[src/rtl/quant_tile_ctrl.sv]
// quant_tile_ctrl: buffers one activation tile, finds its maximum and
// streams it through the 8-bit quantizer with valid/last/done framing.
module quant_tile_ctrl #(
    parameter int TILE = 16,
    parameter int LAT  = 9,
    parameter int LW   = $clog2(TILE) + 1
) (
    input  logic          clk,
    input  logic          rst,
    input  logic          i_start,
    input  logic [LW-1:0] i_len,
    input  logic          i_act_valid,
    input  logic [31:0]   i_act,
    output logic          o_act_ready,
    output logic          o_busy,
    output logic [31:0]   q_max,
    output logic [31:0]   q_activation,
    input  logic [7:0]    q_index,
    output logic [7:0]    o_index,
    output logic          o_valid,
    output logic          o_last,
    output logic          o_done,
    output logic [31:0]   o_max
);

    localparam int AW = $clog2(TILE);

    typedef enum logic [1:0] {
        IDLE,
        LOAD,
        ISSUE,
        DRAIN
    } state_t;

    state_t        state;
    state_t        state_nxt;
    logic [LW-1:0] len;
    logic [LW-1:0] wr_cnt;
    logic [LW-1:0] rd_cnt;
    logic [31:0]   run_max;
    logic [31:0]   mem [TILE];
    logic [LAT:0]  vsr;
    logic [LAT:0]  lsr;

    logic          start_ok;
    logic [LW-1:0] len_sat;
    logic          acc;
    logic          load_end;
    logic          issue_end;
    logic [31:0]   max_nxt;

    assign start_ok  = i_start && (i_len != '0);
    assign len_sat   = (i_len > LW'(TILE)) ? LW'(TILE) : i_len;
    assign acc       = (state == LOAD) && i_act_valid;
    assign load_end  = acc && (wr_cnt == len - LW'(1));
    assign issue_end = (state == ISSUE) && (rd_cnt == len - LW'(1));
    assign max_nxt   = (i_act > run_max) ? i_act : run_max;

    assign o_act_ready  = (state == LOAD);
    assign o_busy       = (state != IDLE);
    assign q_activation = (state == ISSUE) ? mem[rd_cnt[AW-1:0]] : '0;
    assign q_max        = (state == ISSUE) ? o_max : '0;
    assign o_valid      = vsr[LAT];
    assign o_last       = lsr[LAT];

    // State register.
    always_ff @(posedge clk or negedge rst) begin
        if (!rst) state <= IDLE;
        else      state <= state_nxt;
    end

    // Next-state: DRAIN ends the cycle after the last element leaves.
    always_comb begin
        state_nxt = state;
        unique case (state)
            IDLE:    if (start_ok)  state_nxt = LOAD;
            LOAD:    if (load_end)  state_nxt = ISSUE;
            ISSUE:   if (issue_end) state_nxt = DRAIN;
            DRAIN:   if (o_done)    state_nxt = IDLE;
            default: state_nxt = IDLE;
        endcase
    end

    // Length, counters, running maximum and the held tile maximum.
    always_ff @(posedge clk or negedge rst) begin
        if (!rst) begin
            len     <= '0;
            wr_cnt  <= '0;
            rd_cnt  <= '0;
            run_max <= '0;
            o_max   <= '0;
        end else begin
            unique case (state)
                IDLE: begin
                    if (start_ok) begin
                        len     <= len_sat;
                        wr_cnt  <= '0;
                        run_max <= '0;
                    end
                end
                LOAD: begin
                    if (acc) begin
                        wr_cnt  <= wr_cnt + LW'(1);
                        run_max <= max_nxt;
                    end
                    if (load_end) begin
                        o_max  <= max_nxt;
                        rd_cnt <= '0;
                    end
                end
                ISSUE:   rd_cnt <= rd_cnt + LW'(1);
                default: ;
            endcase
        end
    end

    // Tile buffer; contents are only meaningful after a LOAD.
    always_ff @(posedge clk) begin
        if (acc) mem[wr_cnt[AW-1:0]] <= i_act;
    end

    // Valid/last tracking aligned to quantizer latency, plus output regs.
    // A zero tile maximum forces index 0 to hide the divide-by-zero.
    always_ff @(posedge clk or negedge rst) begin
        if (!rst) begin
            vsr     <= '0;
            lsr     <= '0;
            o_index <= '0;
            o_done  <= 1'b0;
        end else begin
            vsr     <= {vsr[LAT-1:0], state == ISSUE};
            lsr     <= {lsr[LAT-1:0], issue_end};
            o_index <= (vsr[LAT-1] && (o_max != '0)) ? q_index : '0;
            o_done  <= lsr[LAT];
        end
    end

endmodule

[config.mk]
export PLATFORM = sky130hd
export DESIGN_NAME = quant_tile_ctrl
export DESIGN_NICKNAME = d
export VERILOG_FILES = /design/src/rtl/quant_tile_ctrl.sv
export SDC_FILE = /design/constraint.sdc
export NUM_CORES = 1
export LEC_CHECK = 0
export ABC_AREA = 0
export CAP_MARGIN = 20
export CORE_MARGIN = 3
export CORE_UTILIZATION = 59
export DETAILED_ROUTE_END_ITERATION = 8
export GPL_ROUTABILITY_DRIVEN = 0
export MAX_ROUTING_LAYER = met4
export PLACE_DENSITY = 0.79
export SKIP_CTS_REPAIR_TIMING = 1
export SLEW_MARGIN = 20
export SYNTH_ARGS = -nofsm -noshare
export SYNTH_HDL_FRONTEND = slang
export SYNTH_SLANG_ARGS = --single-unit
[constraint.sdc]
create_clock -name clk -period 4.9 [get_ports clk]
set_clock_uncertainty 0.15 [all_clocks]
set_input_delay 0.735 -clock clk [delete_from_list [all_inputs] [get_ports clk]]
set_output_delay 0.735 -clock clk [all_outputs]
set_load 0.01 [all_outputs]
==> metrics list <==
- Post-synthesis cell count: 1311
- Leading area contributor after synthesis: sky130_fd_sc_hd__edfxtp_1
- Final count of pins violating max slew: 0
* Classification of the worst setup path: register to output port
- The number of hold-slack violations in the final timing report was 0.
- Period utilization: 0.8906
* Cell row count: 74
- Power density over cell area: 522.6 nW/um^2
* Number of iterations in the first detailed-routing pass: 5
- The core region is 41390 um^2.
* Vert. Die Dim: 212.1 um
- In the final routed layout, each cell accounts on average for 29.18 um.
* End-of-flow core utilization: 0.7120
* Worst hold-check path type: input port to asynchronous set/reset pin
- No sink is reached through more buffers than the 3 on the longest clock path.
* Clock tree from TritonCTS: built
- Final setup violating endpoints: 0
- In this run the critical register-to-register path is captured at mem[8][20]$_DFFE_PP_.
- Cell area after technology mapping: 25070 um^2
* CP Data Arrival Time: 3.48 ns
* Post-Place Cells: 2005
- Number of design rule violations left after detail routing: 0
- Setup repair after global routing left no endpoint under its margin.
- After clock tree synthesis, the clock-pin slew on the worst setup and hold paths is 0.07 ns.
- In this run the count of I/O pins placed on the die edge is 158.
- Most frequent cells in the layout: sky130_fd_sc_hd__edfxtp_1, sky130_fd_sc_hd__mux4_2, sky130_fd_sc_hd__clkdlybuf4s50_1, sky130_fd_sc_hd__dfrtp_1, sky130_fd_sc_hd__buf_4
- Summed over all failing endpoints, the final setup total negative slack is 0 ns.
- The setup check on the worst reg-to-reg path leaves a slack of 1.71 ns.
- Number of inserted diodes: 0
- Number of nets in the final layout: 1623
- In this run, distinct cell masters in the synthesized netlist total 48.
- H-tree levels: 2
- Result of the run: complete, no violations
* Area growth syn-to-layout: 17.54%
* Post-detailed-routing wire length: 61510 um
* Drt via density: 6.481
- Overall die area: 45000 um^2
* Startpoint kind of the worst setup timing path: register
- The later pin in the worst-skew pair is clocked with a latency of 0.58 ns.
* GR Util All Layers: 0.2891
- Initial standard-cell utilization of the core: 0.6058
- Clock Root Buffer: sky130_fd_sc_hd__clkbuf_16
- The share of synthesized area in the top cell type comes to 0.6132.
- Share of synthesized area occupied by flip-flops and latches: 0.7230
* Clk sink count: 622
- Number of antenna violations at the first check in global routing: 0
- Worst IR drop on VDD: 0.3248 mV
* Reg2Reg Depth: 5
* Max-Slew Margin vs Limit: 0.3294
- Dividing the synthesized area by the synthesized cell count gives 19.12 um^2.
* Leak: 10.15 nW
- Area of all placed cells without fillers: 29470 um^2
* Total cell area at the placement stage: 27740 um^2
- Count of synthesis-stage warnings from yosys: 0
- Achievable Freq: 229.1 MHz
- CTS Buf Count: 56
- Max-cap violations in this run came to 0.
- Shortest period the worst path allows: 4.364 ns
- Entering global routing, the biggest net connects 67 pins.
- Once detail routing completed, the nets flagged for antenna violations numbered 0.
- Reg-to-reg critical path startpoint: state[1]$_DFFE_PN0P_
- Of the cells placed in the final design, the portion with a size suffix greater than 1 is 0.2119.
* Syn nets: 1403
- Most common cell after layout, fill and taps aside: sky130_fd_sc_hd__edfxtp_1
* Initial DRC count: 1536
* Horiz. Die Dim: 212.1 um
- The number of global-route vias before repair was 14040.
- Total overflow reported by the global router: 0
- Required time at the worst-slack endpoint: 4.01 ns
* Synthesis-stage register bit count: 622
* Post-detailed-placement half-perimeter wirelength: 35210 um
* Kind of end point of the critical path: output port
- Pin slew with the least headroom to its limit: 1.004 ns
- The routed layout has 13660 vias.
- Along the worst path, the maximum fanout reaches 35.
- Sorting the synthesized cells by area gives the leading types as sky130_fd_sc_hd__edfxtp_1, sky130_fd_sc_hd__mux4_2, sky130_fd_sc_hd__dfrtp_1, sky130_fd_sc_hd__ha_1, sky130_fd_sc_hd__and2_1.
- Quantity of I/O buffers inserted on ports: 157
- Excluding fillers, the count of instances in the completed layout stands at 2108.
- Global-route wire length before repair: 91270 um
==> worst max path at each step <==
stage          slack, ns                       to                  start  depth (start not counted)
2_1_floorplan       1.02      mem[1][0]$_DFFE_PP_   state[1]$_DFFE_PN0P_                          5
3_3_place_gp        1.08  run_max[24]$_DFFE_PN0P_              i_act[31]                         10
3_5_place_dp        0.99    o_max[13]$_DFFE_PN0P_              i_act[31]                         10
4_1_cts             0.46          q_activation[2]  rd_cnt[0]$_DFFE_PN0P_                          5
5_1_grt             0.39         q_activation[14]  rd_cnt[0]$_DFFE_PN0P_                          5
6_report            0.54          q_activation[2]  rd_cnt[0]$_DFFE_PN0P_                          5
==> synth_stat cells, drive strengths merged <==
cell,instances
or4,2
o2bb2ai,1
a32o,1
a22o,34
o31a,1
a21oi,17
a21o,1
nor2,28
o21a,2
nand3,10
and2,64
xor2,7
nand2b,8
a32oi,1
nand2,55
mux2,3
a41oi,1
or2,1
a31o,2
o31ai,1
dfrtp,110
o2111ai,1
ha,43
nor2b,1
nor4,11
nand4,12
o21ai,47
nor3b,1
or3,1
mux4,160
inv,51
o211ai,1
nor3,11
a2111oi,1
buf,28
xnor2,9
mux2i,33
edfxtp,512
clkbuf,38
==> metrics by stage <==
step	hold WS (ns)	worst slack [ns]	power, W
final	0.1146	0.5360	0.01540
after global routing	0.1729	0.3851	0.01601
after CTS	0.1444	0.4642	0.01548
after detailed placement	0.1865	0.9885	0.01130
after global placement	0.1866	1.078	0.01117
after floorplan	0.1812	1.018	0.009660
==> layer usage <==
metal	routed length (um)	global-route usage
met1	24570	0.4203
met4	1875	0.08845
met2	29050	0.4321
met3	6012	0.04869
met5	0	-
==> flip-flops by register name, indices dropped and copies added (netlist names) <==
signal / flops
len: 5
o_done: 1
mem: 512
wr_cnt: 5
vsr: 10
lsr: 10
state: 2
rd_cnt: 5
run_max: 32
o_index: 8
o_max: 32
==> logic make-up (layout without fill, tap and decap cells) <==
logic type	count (synthesis)	after routing	synth area share
xor+xnor	16	16	0.005889
fa+ha+maj	43	43	0.02146
mux	196	196	0.1584
simple gates	205	205	0.04207
compound gates	112	112	0.02950
buf+inv	117	382	0.01966
flops	622	622	0.7230
==> worst max-delay path: stages, from the launching register on <==
cell	delay [ns]
sky130_fd_sc_hd__dfrtp_4	0.76
sky130_fd_sc_hd__buf_12	0.35
sky130_fd_sc_hd__mux4_2	0.60
sky130_fd_sc_hd__mux4_2	0.48
sky130_fd_sc_hd__and2_1	0.18
sky130_fd_sc_hd__clkdlybuf4s50_1	0.50
==> final cells by class <==
class,count,area (um^2)
multi-input combinational,572,6578
fill,2324,11920
inverter,51,191.4
clock inverter,24,157.7
tap,532,665.6
sequential,622,18140
timing repair buffer,228,2165
clock buffer,79,1572
==> power by group <==
part	internal [W]	total, W	switching (W)
Clock	0.00233	0.00415	0.00182
Combinational	0.00243	0.00456	0.00213
Sequential	0.00613	0.00669	0.000560
Note: power is estimated with default switching activity, not from simulation.
